### config.mk
export PLATFORM = sky130hd
export DESIGN_NAME = score_keeper
export DESIGN_NICKNAME = d
export VERILOG_FILES = /design/src/rtl/pong_pkg.sv /design/src/rtl/bcd_counter_2d.sv /design/src/rtl/score_keeper.sv
export SDC_FILE = /design/constraint.sdc
export NUM_CORES = 1
export LEC_CHECK = 0
export CORE_ASPECT_RATIO = 2
export CORE_MARGIN = 4
export CORE_UTILIZATION = 30
export DETAILED_ROUTE_END_ITERATION = 16
export SLEW_MARGIN = 20
export SYNTH_ARGS = -nofsm -noshare
export SYNTH_HDL_FRONTEND = slang
export SYNTH_SLANG_ARGS = --single-unit
### constraint.sdc
create_clock -name clk -period 5.31 [get_ports clk]
set_input_delay 1.062 -clock clk [delete_from_list [all_inputs] [get_ports clk]]
set_output_delay 1.062 -clock clk [all_outputs]
set_load 0.02 [all_outputs]
### src/rtl/pong_pkg.sv
// Shared encodings for the pong match logic: FSM states, winner codes and
// the BCD score width, plus the two-digit BCD increment used by the counters.
package pong_pkg;

  localparam int BCD_W = 8;

  localparam logic [1:0] ST_IDLE  = 2'b00;
  localparam logic [1:0] ST_SERVE = 2'b01;
  localparam logic [1:0] ST_PLAY  = 2'b10;
  localparam logic [1:0] ST_OVER  = 2'b11;

  localparam logic [1:0] WIN_NONE = 2'b00;
  localparam logic [1:0] WIN_P1   = 2'b01;
  localparam logic [1:0] WIN_P2   = 2'b10;

  // Ones digit wraps 9 -> 0 and carries into tens; 99 is never incremented.
  function automatic logic [BCD_W-1:0] bcd_inc(input logic [BCD_W-1:0] v);
    logic [3:0] tens;
    logic [3:0] ones;
    tens = v[7:4];
    ones = v[3:0];
    if (ones == 4'd9) begin
      return {tens + 4'd1, 4'd0};
    end
    return {tens, ones + 4'd1};
  endfunction

endpackage

### src/rtl/bcd_counter_2d.sv
// Two-digit BCD score counter with a 7-bit binary shadow that tracks the same
// count, so win detection can use a plain binary compare.
module bcd_counter_2d
  import pong_pkg::*;
(
  input  logic             clk,
  input  logic             reset,
  input  logic             clear,
  input  logic             inc,
  output logic [BCD_W-1:0] value,
  output logic [6:0]       shadow
);

  always_ff @(posedge clk or posedge reset) begin
    if (reset) begin
      value  <= '0;
      shadow <= '0;
    end else if (clear) begin
      value  <= '0;
      shadow <= '0;
    end else if (inc) begin
      value  <= bcd_inc(value);
      shadow <= shadow + 7'd1;
    end
  end

endmodule

### src/rtl/score_keeper.sv
// Match controller: turns the ball stage's point pulses into BCD scores and
// runs the idle / serve pause / play / game over sequence that gates the ball.
module score_keeper
  import pong_pkg::*;
#(
  parameter int WIN_SCORE    = 11,
  parameter int SERVE_FRAMES = 60
) (
  input  logic             clk,
  input  logic             reset,
  input  logic             frame_tick,
  input  logic             start,
  input  logic             point_1,
  input  logic             point_2,
  output logic [BCD_W-1:0] score_1,
  output logic [BCD_W-1:0] score_2,
  output logic             ball_hold,
  output logic             game_over,
  output logic [1:0]       winner,
  output logic [1:0]       state
);

  localparam logic [6:0] WIN_BIN    = 7'(WIN_SCORE);
  localparam logic [7:0] SERVE_LOAD = 8'(SERVE_FRAMES);

  logic             start_q_reg;
  logic             start_rise;
  logic [1:0]       state_reg;
  logic [1:0]       state_next;
  logic [7:0]       cnt_reg;
  logic [7:0]       cnt_next;
  logic [1:0]       winner_reg;
  logic [1:0]       winner_next;
  logic             clear_scores;
  logic [1:0]       inc_vec;
  logic [BCD_W-1:0] score_vec  [2];
  logic [6:0]       shadow_vec [2];

  assign start_rise = start & ~start_q_reg;

  genvar gi;
  generate
    for (gi = 0; gi < 2; gi++) begin : g_player
      bcd_counter_2d u_counter (
        .clk    (clk),
        .reset  (reset),
        .clear  (clear_scores),
        .inc    (inc_vec[gi]),
        .value  (score_vec[gi]),
        .shadow (shadow_vec[gi])
      );
    end
  endgenerate

  always_comb begin
    state_next   = state_reg;
    cnt_next     = cnt_reg;
    winner_next  = winner_reg;
    clear_scores = 1'b0;
    inc_vec      = 2'b00;
    case (state_reg)
      ST_IDLE: begin
        if (start_rise) begin
          state_next = ST_SERVE;
          cnt_next   = SERVE_LOAD;
        end
      end
      ST_SERVE: begin
        if (frame_tick) begin
          cnt_next = cnt_reg - 8'd1;
          if (cnt_reg == 8'd1) begin
            state_next = ST_PLAY;
          end
        end
      end
      ST_PLAY: begin
        // A simultaneous pair of pulses is a glitch upstream: re-serve, no score.
        if (point_1 && point_2) begin
          state_next = ST_SERVE;
          cnt_next   = SERVE_LOAD;
        end else if (point_1) begin
          inc_vec[0] = 1'b1;
          if (shadow_vec[0] + 7'd1 == WIN_BIN) begin
            state_next  = ST_OVER;
            winner_next = WIN_P1;
          end else begin
            state_next = ST_SERVE;
            cnt_next   = SERVE_LOAD;
          end
        end else if (point_2) begin
          inc_vec[1] = 1'b1;
          if (shadow_vec[1] + 7'd1 == WIN_BIN) begin
            state_next  = ST_OVER;
            winner_next = WIN_P2;
          end else begin
            state_next = ST_SERVE;
            cnt_next   = SERVE_LOAD;
          end
        end
      end
      ST_OVER: begin
        if (start_rise) begin
          clear_scores = 1'b1;
          winner_next  = WIN_NONE;
          state_next   = ST_SERVE;
          cnt_next     = SERVE_LOAD;
        end
      end
      default: begin
        state_next = ST_IDLE;
      end
    endcase
  end

  always_ff @(posedge clk or posedge reset) begin
    if (reset) begin
      start_q_reg <= 1'b0;
      state_reg   <= ST_IDLE;
      cnt_reg     <= '0;
      winner_reg  <= WIN_NONE;
    end else begin
      start_q_reg <= start;
      state_reg   <= state_next;
      cnt_reg     <= cnt_next;
      winner_reg  <= winner_next;
    end
  end

  assign score_1   = score_vec[0];
  assign score_2   = score_vec[1];
  assign state     = state_reg;
  assign winner    = winner_reg;
  assign ball_hold = (state_reg != ST_PLAY);
  assign game_over = (state_reg == ST_OVER);

endmodule

==> results of run 1 <==
==> final timing paths <==
kind	endpoint	slack [ns]	depth (start not counted)
max	cnt_reg[4]$_DFFE_PP0P_	2.28	7
min	cnt_reg[3]$_DFFE_PP0P_	0.50	1
max reg2reg	cnt_reg[4]$_DFFE_PP0P_	2.74	8
min reg2reg	cnt_reg[3]$_DFFE_PP0P_	0.50	1
max in group asynchronous	cnt_reg[7]$_DFFE_PP0P_	3.70	3
min in group asynchronous	g_player[0].u_counter.value[6]$_DFFE_PP0P_	1.23	3
==> through the flow <==
| stage | total power [W] | util (%) | setup slack [ns] | hold WS (ns) | std cells |
|---|---|---|---|---|---|
| global placement | 0.0009265 | 35.55 | 2.083 | 0.4741 | 386 |
| floorplan | 0.0007801 | - | 3.071 | 0.4512 | 268 |
| CTS | 0.001253 | 37.37 | 2.283 | 0.4905 | 393 |
| detailed placement | 0.0009377 | 35.55 | 2.008 | 0.4774 | 386 |
| global route | 0.001322 | 37.37 | 2.146 | 0.5277 | 393 |
| finish | 0.001231 | 37.37 | 2.276 | 0.4955 | 393 |
==> final cells by class <==
| type | instances | area [um^2] | share of cell area [%] |
|---|---|---|---|
| clock inverter | 1 | 5.005 | 0.1686 |
| timing repair buffer | 29 | 285.3 | 9.612 |
| multi-input combinational | 206 | 1297 | 43.72 |
| tap | 96 | 120.1 | 4.047 |
| clock buffer | 6 | 138.9 | 4.680 |
| sequential | 43 | 1076 | 36.26 |
| inverter | 12 | 45.04 | 1.518 |
==> power by group <==
group          switching (W)  leakage (nW)  internal (W)
Combinational       0.000264         0.654      0.000191
Clock               0.000121        0.0727      0.000184
Sequential         0.0000851         0.564      0.000386
Total               0.000470          1.29      0.000761
==> cell families (layout without fill, tap and decap cells) <==
logic type	Yosys count	in the layout	share of synthesized area (%)
AND/OR/NAND/NOR	116	116	23.41
AO/OA/AOI/OAI	50	50	12.42
flip-flops	43	43	43.97
buffers and inverters	19	48	3.118
XOR/XNOR	18	18	6.442
adder cells (fa/ha/maj)	16	16	8.180
multiplexers	6	6	2.454
==> worst register-to-register path: cells and delay by family, from the launching register on <==
family | cells | cell delay, ns
AO/OA/AOI/OAI | 4 | 1.11
buffers and inverters | 1 | 0.07
adder cells (fa/ha/maj) | 1 | 0.30
AND/OR/NAND/NOR | 2 | 0.49
flip-flops | 1 | 0.46
==> cells in the final DEF, fill, tap and decap left out, drive strengths merged, types with 9 or more instances in the layout <==
cell type      count
clkdlybuf4s50     27
dfrtp             43
a21oi             19
nand2             30
o21ai             12
ha                16
nor3               9
nand3              9
xor2              12
inv               12
nor2              37
==> per-layer routing <==
layer / GRT usage (%) / part of all wire, % / vias to the layer above
li1: - / - / 978
met4: 6.485 / 3.0 / 0
met1: 12.26 / 38 / 963
met2: 22.69 / 56 / 42
met3: 2.526 / 3.4 / 14
met5: 0 / 0 / -
==> impl_metrics.yaml, run 1 <==
status:
  status: "complete, no violations"
synthesis:
  synth-main-ff-cell: "dfrtp_1"
  synthTopCellsByCount: "dfrtp_1 (43), nor2_1 (37), nand2_1 (30)"
  syn_inst: 268
  netlist.area_leader.share_pct: 43.97
  synth_area_um2: 2447
  async_flop_share_pct: 100.0
  synth_area_per_cell_um2: 9.132
  yosys.area.top_type: "dfrtp_1"
  yosysMostFrequentCell: "dfrtp_1"
  synth_warnings: 0
  ys_seq_area_share_pct: 43.97
  syn-num-nets: 290
  yosys-top-cells-area: "dfrtp_1 (44%), ha_1 (8.2%), nor2_1 (5.7%)"
  synth_edf_count: 0
  synth_cell_type_count: 42
  ys_seq_elements: 43
sta:
  finalHoldViolations: 0
  fin_skew_ns: 0.006943
  period_needed_ns: 3.034
  max_slew_margin_pct: 41.97
  drv_slew: 0
  worstMarginPinSlew_ns: 0.8704
  rsz0062_at_grt: "false"
  finalSetupTns_ns: 0
  period_share_pct: 57.13
  setup_viol: 0
  fmax_mhz: 329.6
floorplan:
  ios: 28
  die_x_um: 71.87
  start_util_pct: 30.81
  design.core.area_um2: 7943
  design.die.area_um2: 9754
  rows: 46
  dieHeight_um: 135.7
critical_path:
  worstPathCellList: "clkdlybuf4s50_1 > nor3b_1 > a21oi_1 > o21ai_0 > o2bb2ai_1 > and2_4 > a41oi_1"
  critPathLaunchType: "primary input"
  cp.required_ns: 5.45
  critPathKind: "primary input to register"
  worstSetupStartpoint: "point_1"
  slowest_stage: "o2bb2ai_1"
  slowest_delay_ns: 0.72
  cp.arrival_ns: 3.18
  cpLargestDelayFamily: "compound AO/OA/AOI/OAI gates"
  r2r-start: "state[0]$_DFFE_PP0P_"
  worst-path-max-fanout: 11
  path_buf_inv: 1
  cp-end-kind: "register"
route:
  vias: 1997
  wl_per_cell_um: 13.96
  vias_per_cell: 5.081
  first_pass_iters: 5
  totalWireLength_um: 5485
  drc: 0
  first_iter_violations: 154
  ant_nets: 0
min_path:
  hp-class: "register to register"
  min_from: "cnt_reg[3]$_DFFE_PP0P_"
cts:
  clkTransAtPathRegs_ns: 0.06
  clk_path_buf_depth: 2
  cts_sinks: 43
  htree_levels: 2
  cts-root-buf: "clkbuf_16"
  hold_buffers: 0
  cts-resized-gates: 0
  clock_latency_ns: 0.29
  tritoncts: "yes"
  postCtsSetupBuffers: 0
  cts_made_buffers: 5
global_routing:
  grt_pass1_vias: 2042
  grt_pass1_wl_um: 9287
  grt_max_degree: 44
  grt.overflow.total: 0
  grt_antenna_before_repair: 0
  grt_use_total_pct: 12.19
layout:
  fin_nets: 319
  area_growth_pct: 21.27
  largest_register_ffs: 16
  antenna_cells: 0
  final_area_um2: 2968
  drive_gt1_share_pct: 5.387
  fill_cells: 828
run:
  drv_cap: 0
place:
  io_buffer_count: 27
  globalplace.congestion: 0.9075
  hpwlAfterDp_um: 3960
  dpl-instance-area_um2: 2824
pwr:
  leakagePower_nw: 1.290
  vdd_ir_drop_max_mv: 0.1651
  powerDensity_nw_per_um2: 414.7
Power figures use the tool's default switching activity.
==> run 2: changes to the inputs <==
- clock period: 5.31 -> 3.1 ns (I/O delays scaled with it)
==> impl_metrics.yaml, run 2 (synthesized netlist as in run 1, its figures left out) <==
critical_path:
  worst-path-max-fanout: 7
  critPathLaunchType: "register"
  r2r-start: "state[0]$_DFFE_PP0P_"
  cp.required_ns: 2.48
  timing.rr.end: "cnt_reg[6]$_DFFE_PP0P_"
  slowest_stage: "clkdlybuf4s50_1"
  worstPathCellList: "inv_1 > ha_1 > inv_1 > clkdlybuf4s50_1"
  rrSetupSlack_ns: 0.89
  cp.arrival_ns: 1.90
  critPathKind: "register to output pin"
  cpLargestDelayFamily: "buffers and inverters"
  path_buf_inv: 3
  slowest_delay_ns: 0.64
  rr_worst_depth: 9
  cp.depth: 4
  cp-end-kind: "output pin"
  cpMostUsedCell: "inv_1"
layout:
  largest_register_ffs: 16
  antenna_cells: 0
  layout_common_cells: "dfrtp_1 (43), nor2_1 (36), nand2_1 (30)"
  area_growth_pct: 21.93
  fin_util_pct: 37.57
  fin_nets: 322
  stdcell_count: 397
  drive_gt1_share_pct: 5.980
  final_common_cell: "dfrtp_1"
route:
  ant_nets: 0
  drc: 0
  vias: 1968
  vias_per_cell: 4.957
  wl_per_cell_um: 12.96
  totalWireLength_um: 5145
  first_iter_violations: 134
  first_pass_iters: 5
cts:
  clk_path_buf_depth: 2
  tritoncts: "yes"
  clkTransAtPathRegs_ns: 0.06
  postCtsSetupBuffers: 0
  clock_latency_ns: 0.28
  cts_made_buffers: 5
  cts_sinks: 43
  hold_buffers: 0
  cts-resized-gates: 0
  htree_levels: 2
  cts-root-buf: "clkbuf_16"
status:
  status: "complete, no violations"
min_path:
  min_from: "cnt_reg[3]$_DFFE_PP0P_"
  hp-class: "register to register"
  hold_depth: 1
  holdPathEnd: "cnt_reg[3]$_DFFE_PP0P_"
floorplan:
  rows: 46
  dieHeight_um: 135.7
  die_x_um: 71.87
  design.core.area_um2: 7943
  ios: 28
  design.die.area_um2: 9754
  start_util_pct: 30.81
run:
  drv_cap: 0
sta:
  rsz0062_at_grt: "false"
  worstMarginPinSlew_ns: 0.5542
  period_needed_ns: 2.523
  fin_skew_ns: 0.007137
  max_slew_margin_pct: 62.89
  finalSetupTns_ns: 0
  setup_viol: 0
  drv_slew: 0
  period_share_pct: 81.38
  fmax_mhz: 396.4
  finalHoldViolations: 0
pwr:
  leakagePower_nw: 1.298
  vdd_ir_drop_max_mv: 0.3083
  powerDensity_nw_per_um2: 703.0
global_routing:
  grt_antenna_before_repair: 0
  grt.overflow.total: 0
  grt_pass1_wl_um: 9308
  grt_pass1_vias: 2022
  grt_max_degree: 44
  grt_use_total_pct: 11.84
place:
  io_buffer_count: 27
  dp_cells: 389
  hpwlAfterDp_um: 3691
  globalplace.congestion: 0.7216
==> run 2: cell types whose count changed in the layout (fill, tap and decap cells not counted) <==
| cell | previous run | this run |
|---|---|---|
| buf_4 | 2 | 5 |
| clkbuf_1 | 0 | 2 |
| clkbuf_8 | 1 | 0 |
==> run 2: power breakdown <==
group	switching (W)	leakage, nW	internal, W
logic	0.000445	0.667	0.000343
clock network	0.000212	0.0679	0.000298
registers	0.000140	0.564	0.000661
==> run 2: through the flow <==
step | worst slack, ns | hold slack, ns | total power [W] | cell area [um^2]
2_1_floorplan | 1.027 | 0.4512 | 0.001336 | 2447
3_3_place_gp | 0.5094 | 0.4727 | 0.001596 | 2846
3_5_place_dp | 0.4812 | 0.4808 | 0.001613 | 2846
4_1_cts | 0.5511 | 0.4879 | 0.002135 | 2984
5_1_grt | 0.4734 | 0.5187 | 0.002270 | 2984
6_report | 0.5771 | 0.4872 | 0.002098 | 2984
==> run 2: final cells by class <==
type / instances / area [um^2]
clock buffer: 7 / 132.6
clock inverter: 1 / 5.005
fill: 829 / 4959
inverter: 12 / 45.04
multi-input combinational: 206 / 1297
sequential: 43 / 1076
tap: 96 / 120.1
timing repair buffer: 32 / 307.8
==> run 2: metal layers <==
layer  wire length [um]  track usage [%]
met1               2220            13.57
met2               2670            21.11
met3                166            2.303
met4                 87            4.707
met5                  0                0
==> run 2: how the worst max path moves through the flow <==
stage,from,to,slack [ns]
4_1_cts,state[0]$_DFFE_PP0P_,ball_hold,0.55
2_1_floorplan,state[0]$_DFFE_PP0P_,cnt_reg[6]$_DFFE_PP0P_,1.03
5_1_grt,state[0]$_DFFE_PP0P_,ball_hold,0.47
6_report,state[0]$_DFFE_PP0P_,ball_hold,0.58
3_3_place_gp,point_1,cnt_reg[6]$_DFFE_PP0P_,0.51
3_5_place_dp,point_1,cnt_reg[6]$_DFFE_PP0P_,0.48
==> run 2: worst register-to-register path, stage by stage (launching register included) <==
cell       delay [ns]
dfrtp_1          0.44
inv_1            0.08
ha_1             0.31
nor3b_1          0.28
a21oi_1          0.07
o21ai_0          0.15
a21oi_1          0.08
o2bb2ai_1        0.23
and2_4           0.24
a41o_1           0.24
